[src/rtl/mc_ctrl_pkg.sv]
`default_nettype none
// ============================================================================
//  Module      : mc_ctrl_pkg
//  Description : Shared definitions for the multi-cycle MIPS main control
//                FSM. It holds the state encodings, the opcode, aluop and mux
//                select constants, the opcode class enum, the control-word
//                struct, and the per-state control decode function.
//  Options     : none in this file (MC_CTRL_BNE_EN is used by the other files)
//  Revision    : 1.0  initial release
// ============================================================================
package mc_ctrl_pkg;

    // State encodings are visible on the debug port, so the values are fixed.
    typedef enum logic [3:0] {
        ST_FETCH    = 4'd0,
        ST_DECODE   = 4'd1,
        ST_MEM_ADDR = 4'd2,
        ST_MEM_RD   = 4'd3,
        ST_MEM_WB   = 4'd4,
        ST_MEM_WR   = 4'd5,
        ST_R_EXEC   = 4'd6,
        ST_R_WB     = 4'd7,
        ST_BRANCH   = 4'd8,
        ST_JUMP     = 4'd9,
        ST_I_EXEC   = 4'd10,
        ST_I_WB     = 4'd11,
        ST_HOLD     = 4'd12
    } state_t;

    // instr[31:26] values
    localparam logic [5:0] OP_RTYPE = 6'b000000;
    localparam logic [5:0] OP_LW    = 6'b100011;
    localparam logic [5:0] OP_SW    = 6'b101011;
    localparam logic [5:0] OP_BEQ   = 6'b000100;
    localparam logic [5:0] OP_BNE   = 6'b000101;
    localparam logic [5:0] OP_ADDI  = 6'b001000;
    localparam logic [5:0] OP_J     = 6'b000010;

    // aluop consumed by the ALU-control decoder
    localparam logic [1:0] ALUOP_ADD   = 2'b00;
    localparam logic [1:0] ALUOP_RTYPE = 2'b10;
    localparam logic [1:0] ALUOP_SUB   = 2'b11;

    // ALU operand B select
    localparam logic [1:0] SRCB_RT     = 2'b00;
    localparam logic [1:0] SRCB_FOUR   = 2'b01;
    localparam logic [1:0] SRCB_IMM    = 2'b10;
    localparam logic [1:0] SRCB_IMM_SH = 2'b11;

    // PC source select
    localparam logic [1:0] PCSRC_ALU    = 2'b00;
    localparam logic [1:0] PCSRC_ALUOUT = 2'b01;
    localparam logic [1:0] PCSRC_JUMP   = 2'b10;

    // Where DECODE sends each instruction
    typedef enum logic [2:0] {
        CLS_RTYPE   = 3'd0,
        CLS_MEM     = 3'd1,
        CLS_BRANCH  = 3'd2,
        CLS_IMM     = 3'd3,
        CLS_JUMP    = 3'd4,
        CLS_ILLEGAL = 3'd5
    } op_class_t;

    // Registered control word. 'fetch' marks the FETCH state so that the
    // PC/IR load strobes can be qualified by mem_ready at the top level.
    typedef struct packed {
        logic       fetch;
        logic       pc_write;
        logic       pc_write_cond;
        logic       iord;
        logic       mem_read;
        logic       mem_write;
        logic       mem_to_reg;
        logic       reg_dst;
        logic       reg_write;
        logic       alu_src_a;
        logic [1:0] alu_src_b;
        logic [1:0] pc_source;
        logic [1:0] aluop;
    } ctrl_t;

    // Moore decode of a state into its control word. HOLD and the unused
    // encodings fall through to all-zero.
    function automatic ctrl_t ctrl_decode(input state_t s);
        ctrl_t c;
        c = '0;
        case (s)
            ST_FETCH: begin
                c.fetch     = 1'b1;
                c.mem_read  = 1'b1;
                c.alu_src_b = SRCB_FOUR;
                c.aluop     = ALUOP_ADD;
                c.pc_source = PCSRC_ALU;
            end
            ST_DECODE: begin
                // Branch target precompute: PC + (imm << 2)
                c.alu_src_b = SRCB_IMM_SH;
                c.aluop     = ALUOP_ADD;
            end
            ST_MEM_ADDR: begin
                c.alu_src_a = 1'b1;
                c.alu_src_b = SRCB_IMM;
                c.aluop     = ALUOP_ADD;
            end
            ST_MEM_RD: begin
                c.mem_read = 1'b1;
                c.iord     = 1'b1;
            end
            ST_MEM_WB: begin
                c.reg_write  = 1'b1;
                c.mem_to_reg = 1'b1;
            end
            ST_MEM_WR: begin
                c.mem_write = 1'b1;
                c.iord      = 1'b1;
            end
            ST_R_EXEC: begin
                c.alu_src_a = 1'b1;
                c.alu_src_b = SRCB_RT;
                c.aluop     = ALUOP_RTYPE;
            end
            ST_R_WB: begin
                c.reg_write = 1'b1;
                c.reg_dst   = 1'b1;
            end
            ST_BRANCH: begin
                c.alu_src_a     = 1'b1;
                c.alu_src_b     = SRCB_RT;
                c.aluop         = ALUOP_SUB;
                c.pc_write_cond = 1'b1;
                c.pc_source     = PCSRC_ALUOUT;
            end
            ST_JUMP: begin
                c.pc_write  = 1'b1;
                c.pc_source = PCSRC_JUMP;
            end
            ST_I_EXEC: begin
                c.alu_src_a = 1'b1;
                c.alu_src_b = SRCB_IMM;
                c.aluop     = ALUOP_ADD;
            end
            ST_I_WB: begin
                c.reg_write = 1'b1;
            end
            default: c = '0;
        endcase
        return c;
    endfunction

endpackage
`default_nettype wire

[src/rtl/mc_op_decode.sv]
`default_nettype none
// ============================================================================
//  Module      : mc_op_decode
//  Description : Combinational opcode classifier for the main control FSM.
//                It maps instr[31:26] to the class DECODE dispatches on, and
//                flags unsupported opcodes.
//  Ports       : opcode   in  6  instr[31:26]
//                op_class out 3  dispatch class
//                is_store out 1  opcode is sw (selects MEM_WR over MEM_RD)
//                is_bne   out 1  opcode is bne (only with MC_CTRL_BNE_EN)
//                illegal  out 1  opcode not supported
//  Options     : MC_CTRL_BNE_EN - classify bne as a branch; when undefined
//                bne is illegal.
//  Revision    : 1.0  initial release
// ============================================================================
module mc_op_decode
    import mc_ctrl_pkg::*;
(
    input  logic [5:0] opcode,
    output op_class_t  op_class,
    output logic       is_store,
`ifdef MC_CTRL_BNE_EN
    output logic       is_bne,
`endif
    output logic       illegal
);

    always_comb begin
        op_class = CLS_ILLEGAL;
        case (opcode)
            OP_RTYPE:     op_class = CLS_RTYPE;
            OP_LW, OP_SW: op_class = CLS_MEM;
            OP_BEQ:       op_class = CLS_BRANCH;
`ifdef MC_CTRL_BNE_EN
            OP_BNE:       op_class = CLS_BRANCH;
`endif
            OP_ADDI:      op_class = CLS_IMM;
            OP_J:         op_class = CLS_JUMP;
            default:      op_class = CLS_ILLEGAL;
        endcase
    end

    assign is_store = (opcode == OP_SW);
    assign illegal  = (op_class == CLS_ILLEGAL);
`ifdef MC_CTRL_BNE_EN
    assign is_bne   = (opcode == OP_BNE);
`endif

endmodule
`default_nettype wire

[src/rtl/mc_ctrl_fsm.sv]
`default_nettype none
// ============================================================================
//  Module      : mc_ctrl_fsm
//  Description : Main control state machine of the multi-cycle MIPS
//                datapath. It sequences fetch / decode / execute / memory /
//                write-back for R-type, lw, sw, beq, addi and j, and stalls
//                on mem_ready in FETCH, MEM_RD and MEM_WR.
//  Parameters  : RESET_PC_HOLD - idle cycles in HOLD after reset release
//                before the first FETCH (0..15).
//  Ports       : clk, rst_n (async, active low)
//                opcode, zero, mem_ready               - inputs
//                pc_write, pc_write_cond, branch_ne,
//                iord, mem_read, mem_write, ir_write,
//                mem_to_reg, reg_dst, reg_write,
//                alu_src_a, alu_src_b, pc_source,
//                aluop                                 - datapath controls
//                state                                 - debug state
//                illegal_op                            - pulse in DECODE on
//                                                        unsupported opcode
//  Options     : MC_CTRL_BNE_EN - adds bne (opcode 000101) through BRANCH
//                with branch_ne=1. When undefined bne is illegal and
//                branch_ne is tied 0.
//  Revision    : 1.0  initial release
// ============================================================================
module mc_ctrl_fsm
    import mc_ctrl_pkg::*;
#(
    parameter int RESET_PC_HOLD = 0
) (
    input  logic       clk,
    input  logic       rst_n,
    input  logic [5:0] opcode,
    input  logic       zero,
    input  logic       mem_ready,
    output logic       pc_write,
    output logic       pc_write_cond,
    output logic       branch_ne,
    output logic       iord,
    output logic       mem_read,
    output logic       mem_write,
    output logic       ir_write,
    output logic       mem_to_reg,
    output logic       reg_dst,
    output logic       reg_write,
    output logic       alu_src_a,
    output logic [1:0] alu_src_b,
    output logic [1:0] pc_source,
    output logic [1:0] aluop,
    output logic [3:0] state,
    output logic       illegal_op
);

    localparam logic [3:0] c_hold_limit = 4'(RESET_PC_HOLD);

    state_t    r_state;
    state_t    w_next;
    logic [3:0] r_hold_cnt;
    ctrl_t     r_ctrl;
    logic      r_is_store;

    op_class_t w_op_class;
    logic      w_is_store;
    logic      w_illegal;

    // The branch condition is resolved in the datapath (zero gated by
    // pc_write_cond); the controller does not need the flag itself.
    logic      w_unused_zero;
    assign w_unused_zero = zero;

`ifdef MC_CTRL_BNE_EN
    logic      w_is_bne;
    logic      r_branch_ne;
`endif

    mc_op_decode u_op_decode (
        .opcode   (opcode),
        .op_class (w_op_class),
        .is_store (w_is_store),
`ifdef MC_CTRL_BNE_EN
        .is_bne   (w_is_bne),
`endif
        .illegal  (w_illegal)
    );

    // ------------------------------------------------------------------
    // Next-state logic
    // ------------------------------------------------------------------
    always_comb begin
        w_next = r_state;
        case (r_state)
            ST_HOLD:     w_next = (r_hold_cnt == c_hold_limit) ? ST_FETCH : ST_HOLD;
            ST_FETCH:    w_next = mem_ready ? ST_DECODE : ST_FETCH;
            ST_DECODE: begin
                case (w_op_class)
                    CLS_RTYPE:  w_next = ST_R_EXEC;
                    CLS_MEM:    w_next = ST_MEM_ADDR;
                    CLS_BRANCH: w_next = ST_BRANCH;
                    CLS_IMM:    w_next = ST_I_EXEC;
                    CLS_JUMP:   w_next = ST_JUMP;
                    default:    w_next = ST_FETCH;
                endcase
            end
            ST_MEM_ADDR: w_next = r_is_store ? ST_MEM_WR : ST_MEM_RD;
            ST_MEM_RD:   w_next = mem_ready ? ST_MEM_WB : ST_MEM_RD;
            ST_MEM_WB:   w_next = ST_FETCH;
            ST_MEM_WR:   w_next = mem_ready ? ST_FETCH : ST_MEM_WR;
            ST_R_EXEC:   w_next = ST_R_WB;
            ST_R_WB:     w_next = ST_FETCH;
            ST_BRANCH:   w_next = ST_FETCH;
            ST_JUMP:     w_next = ST_FETCH;
            ST_I_EXEC:   w_next = ST_I_WB;
            ST_I_WB:     w_next = ST_FETCH;
            default:     w_next = ST_FETCH;
        endcase
    end

    // ------------------------------------------------------------------
    // State and registered outputs. The control word is decoded from the
    // next state so the strobes line up with the state they belong to,
    // and the async reset clears them immediately.
    // ------------------------------------------------------------------
    always_ff @(posedge clk or negedge rst_n) begin
        if (!rst_n) begin
            r_state    <= ST_HOLD;
            r_hold_cnt <= '0;
            r_ctrl     <= '0;
            r_is_store <= 1'b0;
`ifdef MC_CTRL_BNE_EN
            r_branch_ne <= 1'b0;
`endif
        end else begin
            r_state <= w_next;
            r_ctrl  <= ctrl_decode(w_next);
            if ((r_state == ST_HOLD) && (w_next == ST_HOLD)) begin
                r_hold_cnt <= r_hold_cnt + 4'd1;
            end
            // lw/sw choice is latched so MEM_ADDR does not depend on IR.
            if (r_state == ST_DECODE) begin
                r_is_store <= w_is_store;
            end
`ifdef MC_CTRL_BNE_EN
            // A bne in DECODE always goes to BRANCH next, so this is high
            // exactly for that BRANCH cycle.
            r_branch_ne <= (r_state == ST_DECODE) && w_is_bne;
`endif
        end
    end

    // ------------------------------------------------------------------
    // Output assignment
    // ------------------------------------------------------------------
    assign pc_write      = r_ctrl.pc_write | (r_ctrl.fetch & mem_ready);
    assign ir_write      = r_ctrl.fetch & mem_ready;
    assign pc_write_cond = r_ctrl.pc_write_cond;
    assign iord          = r_ctrl.iord;
    assign mem_read      = r_ctrl.mem_read;
    assign mem_write     = r_ctrl.mem_write;
    assign mem_to_reg    = r_ctrl.mem_to_reg;
    assign reg_dst       = r_ctrl.reg_dst;
    assign reg_write     = r_ctrl.reg_write;
    assign alu_src_a     = r_ctrl.alu_src_a;
    assign alu_src_b     = r_ctrl.alu_src_b;
    assign pc_source     = r_ctrl.pc_source;
    assign aluop         = r_ctrl.aluop;
    assign state         = r_state;
    // Opcode is only valid from DECODE on, so the flag is qualified here.
    assign illegal_op    = (r_state == ST_DECODE) & w_illegal;

`ifdef MC_CTRL_BNE_EN
    assign branch_ne     = r_branch_ne;
`else
    assign branch_ne     = 1'b0;
`endif

endmodule
`default_nettype wire

[config.mk]
export PLATFORM = sky130hd
export DESIGN_NAME = mc_ctrl_fsm
export DESIGN_NICKNAME = d
export VERILOG_FILES = /design/src/rtl/mc_ctrl_pkg.sv /design/src/rtl/mc_op_decode.sv /design/src/rtl/mc_ctrl_fsm.sv
export SDC_FILE = /design/constraint.sdc
export NUM_CORES = 1
export LEC_CHECK = 0
export ABC_AREA = 0
export CORE_ASPECT_RATIO = 0.7
export CORE_UTILIZATION = 44
export DETAILED_ROUTE_END_ITERATION = 8
export DONT_BUFFER_PORTS = 1
export MAX_ROUTING_LAYER = met4
export PLACE_DENSITY = 0.63
export SYNTH_ARGS = -nofsm -noshare
export SYNTH_HDL_FRONTEND = slang
export SYNTH_HIERARCHICAL = 1
export SYNTH_SLANG_ARGS = --single-unit
[constraint.sdc]
create_clock -name clk -period 2.4 [get_ports clk]
set_input_delay 0.48 -clock clk [delete_from_list [all_inputs] [get_ports clk]]
set_output_delay 0.48 -clock clk [all_outputs]
set_load 0.02 [all_outputs]
# Yosys cells after proc, flatten, opt, wreduce, memory -nomap -nowiden
# Cells that the tools add are included.
# classes
reduce_logical	12
n_addsub	1
mux	21
n_eq_ne	29
bitwise	3
# op_table
operator	count
one-hot mux 4 bit (8 select lines)	1
== test 4 bit, second input constant	7
== test 4 x 3 -> 1 bit, second input constant	6
one-hot mux 4 bit (5 select lines)	1
== test 4 x 2 -> 1 bit, second input constant	4
one-hot mux 3 bit (5 select lines)	1
== test 6 bit, second input constant	2
zero test 4 bit	3
2-to-1 mux 1 bit	11
2-to-1 mux 3 bit	3
== test 4 x 1 -> 1 bit, second input constant	2
one-hot mux 2 bit (2 select lines)	2
OR reduction 2 bit	4
== test 3 x 2 -> 1 bit, second input constant	2
== test 3 bit, second input constant	2
== test 6 x 2 -> 1 bit, second input constant	1
== test 6 x 3 -> 1 bit, second input constant	1
== test 6 x 4 -> 1 bit, second input constant	1
zero test 6 bit	1
one-hot mux 2 bit (3 select lines)	1
adder 4 x 1 -> 4 bit, second input constant	1
2-to-1 mux 4 bit	1
OR reduction 4 bit	1
== test 3 x 1 -> 1 bit, second input constant	1
5 further kinds	6
# totals
reg_bits	25
wordCells	82
out_inout_bits	22

# Depth between registers and ports, before layout
# depth
word_depth	9
mapped_depth	6
mapped_depth_nobuf	6

# Hierarchy
# The synthesis kept the hierarchy.
# modules_own_cells
mod	area_each_um2	seq_area_each_um2	cells_each	instances
mc_ctrl_fsm	1183.6	578.1	115	1
mc_op_decode	80.1	0.0	10	1

# Worst setup path after synthesis
# Ideal clock, no wire load.
# synth_timing
path_kind	input port to flip-flop
startpoint	input port opcode[0]
endpoint	register r_ctrl (netlist bit mem_read)
cell_stages	6
n_path_buf	0
setup_slack_ns	0.194
arrival_ns	2.081
setup_time_ns	0.125
t_required_ns	2.275
path_cell_list	or3_1 -> nor3_1 -> nor4b_1 -> o21ai_0 -> nand3_1 -> a2111oi_0
# synth_between
elab_chain_cells	9
word_cells_on_any_way	19
cone_classes	eq/ne: 10; mux: 4; reduce/logical: 5
# synth_lines
element	line	rtl
start, declared	mc_ctrl_fsm.sv:32	input logic [5:0] opcode,
== test 6 bit	mc_op_decode.sv:30	case (opcode)
OR reduction 2 bit	mc_op_decode.sv:30	
one-hot mux 3 bit (5 select lines) (*)	mc_op_decode.sv:30	
via w_op_class[1]	mc_ctrl_fsm.sv:61	op_class_t w_op_class;
== test 3 bit (tied with other cells)	mc_ctrl_fsm.sv:94	case (w_op_class)
one-hot mux 4 bit (5 select lines) (*)	mc_ctrl_fsm.sv:94	
one-hot mux 4 bit (8 select lines) (*)	mc_ctrl_fsm.sv:90	case (r_state)
== test 4 x 2 -> 1 bit or zero test 4 bit (tied branches)	mc_ctrl_pkg.sv:88	case (s)
OR reduction 2 bit (no source line) (*)	n/a	
2-to-1 mux 1 bit (*)	mc_ctrl_pkg.sv:88	
end signal, assigned	mc_ctrl_fsm.sv:133	r_ctrl <= ctrl_decode(w_next);
end, declared	mc_ctrl_fsm.sv:58	ctrl_t r_ctrl;
# The timed path passes the listed nets; every way through them passes the cells marked *.
# A chain may end at the register's enable or synchronous reset.

# Final worst setup path
# layout_timing
startpoint	register r_state[3], in the netlist state[3]
endpoint	output port illegal_op
# layout_between
elab_chain_cells	2
# layout_lines
element	line	rtl
start, declared	mc_ctrl_fsm.sv:55	state_t r_state;
start signal, assigned	mc_ctrl_fsm.sv:132	r_state <= w_next;
== test 4 x 1 -> 1 bit	mc_ctrl_fsm.sv:167	assign illegal_op = (r_state == ST_DECODE) & w_illegal;
bitwise AND 1 bit	mc_ctrl_fsm.sv:167	
end, declared	mc_ctrl_fsm.sv:50	output logic illegal_op
# No other way between the ends.

==> reports/qor.txt <==
Syn Nets: 137
Full die area: 0.00309 mm2
Final #Nets: 134
Fin util: 50.6%
Vias: 899
Post-DRT Antenna Nets: 0
Area of the multi-input gates: 569 um2
Commonest cells after routing, fill and taps aside: dfrtp_1, inv_1, nor2_1
Routed wire per std cell: 15.0 um
Mean Syn Cell Area: 10.1 um2
Max-Cap Viols: 0
Post-CTS setup buffers: 0
Reg clk slew, reported paths: 0.07 ns
HPWL after DPL: 1.70 mm
CP max FO: 16
Place WS: 0.0842 ns
Post-synthesis cell area: 0.00126 mm2
Diode count: 0
Final setup vio count: 0
DRC: 0
Num CTS Buffers: 3
GRT overflow: 0
Die width: 66.1 um
Sum Neg Setup Slack: 0 ns
Arrival @ worst endpoint: 1.80 ns
Starting Density: 48.8%
RSZ-0062 raised after global routing: false
Fill cells: 243
Synth cell types: 47
Worst setup SP type: register
Worst Path Required: 1.92 ns
Port bufs: 0
Top_reg_cell synth: dfrtp_1
Worst hold path type: in -> async
DR pass1 iterations: 4
Worst VDD drop: 549 uV
Fmax: 439 MHz
Chip height: 46.8 um
Outcome: complete, no violations
Largest net degree at the start of global routing: 22
Period utilization: 94.8%
Post-synth EDFFs: 0
Mapped Cells: 125
Final Skew: 0.00174 ns
Hold Fails Final Rpt: 0
Pwr per Cell Area: 831 mW/mm2
Root Driver: clkbuf_8
Most common cell after layout, fill and taps aside: dfrtp_1
Antenna violations before repair: 0
First-pass GRT wire length: 3.78 mm
CTS Buffer Depth: 2
CTS resizes: 0
Initial DRC count: 44
Crit. End Element: output pin
Clock latency on the worst-skew pair: 0.26 ns
# hold bufs at CTS: 1
CTS tree: built
Warnings from Yosys: 6
Fin crit period: 2.28 ns
Vias per cell: 5.80
Vias in the first global route: 787
Detailed Route WL: 2.33 mm
RD Place Congestion: 0.833
Htree depth: 1
CTS Sinks: 23
Final Max Tran Viols: 0
Row Count: 15
Fraction of registers with async set/reset: 100%
Io pins: 32
Reg area: 578 um2
Worst setup margin: 0.125 ns
Tot GR Track Use: 18.0%
Register area share after synthesis: 45.7%
Critical Setup Path Class: reg -> out
Area Growth Syn to Fin: 3.66%
Slew Limit Headroom: 39.5%
Leakage: 0.578 nW
Worst-Margin Slew: 0.904 ns
Synthesized flop and latch total: 23
Core Region: 0.00259 mm2
Share of cells above drive strength 1: 14.0%
==> critical path: stages (launching register included) <==
cell and delay (ns):
dfstp_2 0.49, or4b_1 0.69, nor2_1 0.36
==> cell families after synthesis <==
family | count (synthesis) | share of synthesized area [%]
AO/OA/AOI/OAI | 21 | 12.9
XOR/XNOR | 5 | 3.47
adder cells (fa/ha/maj) | 2 | 1.98
buffers and inverters | 22 | 9.21
flip-flops | 23 | 45.7
multiplexers | 2 | 1.78
other | 1 | 0.297
AND/OR/NAND/NOR | 49 | 24.7
==> synthesized netlist by cell type, types with 2 or more instances <==
| master | n | area share (%) |
|---|---|---|
| nor3b_1 | 3 | 1.8 |
| a211o_1 | 2 | 1.4 |
| nand2_1 | 2 | 0.59 |
| ha_1 | 2 | 2.0 |
| buf_4 | 8 | 4.8 |
| nor2b_1 | 3 | 1.5 |
| nor2_1 | 9 | 2.7 |
| xnor2_1 | 4 | 2.8 |
| dfrtp_1 | 21 | 42 |
| o21bai_1 | 2 | 1.2 |
| dfstp_2 | 2 | 4.2 |
| nand3_1 | 3 | 1.2 |
| mux2_2 | 2 | 1.8 |
| a21oi_1 | 2 | 0.79 |
| and2_1 | 2 | 0.99 |
| a2111oi_0 | 2 | 1.4 |
| or3_1 | 2 | 0.99 |
| clkbuf_1 | 2 | 0.59 |
| nand4_1 | 2 | 0.99 |
| nor3_1 | 2 | 0.79 |
| nor4b_1 | 5 | 3.5 |
| nor4bb_1 | 2 | 1.6 |
| o21ai_0 | 3 | 1.2 |
| buf_2 | 3 | 1.2 |
| nand2b_1 | 3 | 1.5 |
| inv_1 | 9 | 2.7 |
| nor4_1 | 3 | 1.5 |
==> per-stage QoR <==
| step | instance area, um2 | power, mW | cells | hold WS [ns] |
|---|---|---|---|---|
| after floorplan | 1260 | 0.807 | 125 | 0.184 |
| after global placement | 1250 | 0.854 | 150 | 0.185 |
| after detailed placement | 1250 | 0.860 | 150 | 0.185 |
| after CTS | 1310 | 1.10 | 155 | 0.0465 |
| after global routing | 1310 | 1.16 | 155 | 0.0369 |
| final | 1310 | 1.09 | 155 | 0.0555 |
==> cell type report <==
type / count / share of cell area (%)
clock buffer: 3 / 3.15
clock inverter: 1 / 0.382
inverter: 9 / 2.58
multi-input combinational: 80 / 43.5
sequential: 23 / 44.1
tap: 34 / 3.25
timing repair buffer: 5 / 3.06
==> layer usage <==
| metal | track usage (%) | part of all wire (%) | vias up |
|---|---|---|---|
| met5 | - | 0 | - |
| li1 | - | - | 431 |
| met1 | 25.3 | 51 | 436 |
| met4 | 3.83 | 0.43 | 0 |
| met3 | 8.25 | 9.0 | 2 |
| met2 | 23.3 | 39 | 30 |
==> path summary, 6_finish.rpt <==
path                                            from                   endpoint  slack [ns]  cells after the start
max                               state[3]$_DFF_PN1_                 illegal_op        0.12                      2
min in group clk                           mem_ready     alu_src_b[1]$_DFF_PN0_        0.41                      2
max reg2reg                       state[3]$_DFF_PN1_         mem_read$_DFF_PN0_        0.33                      4
min                                            rst_n         state[3]$_DFF_PN1_        0.06                      0
max in group asynchronous                      rst_n        alu_src_a$_DFF_PN0_        1.06                      1
min reg2reg                r_hold_cnt[2]$_DFFE_PN0P_  r_hold_cnt[2]$_DFFE_PN0P_        0.50                      1
==> report_power, final <==
group	switching, mW	internal, mW	leakage (nW)	total (mW)
Clock	0.113	0.116	0.0255	0.228
Combinational	0.212	0.126	0.253	0.338
Sequential	0.0762	0.446	0.300	0.522
Total	0.401	0.688	0.578	1.09
(Power assumes the default switching activity.)
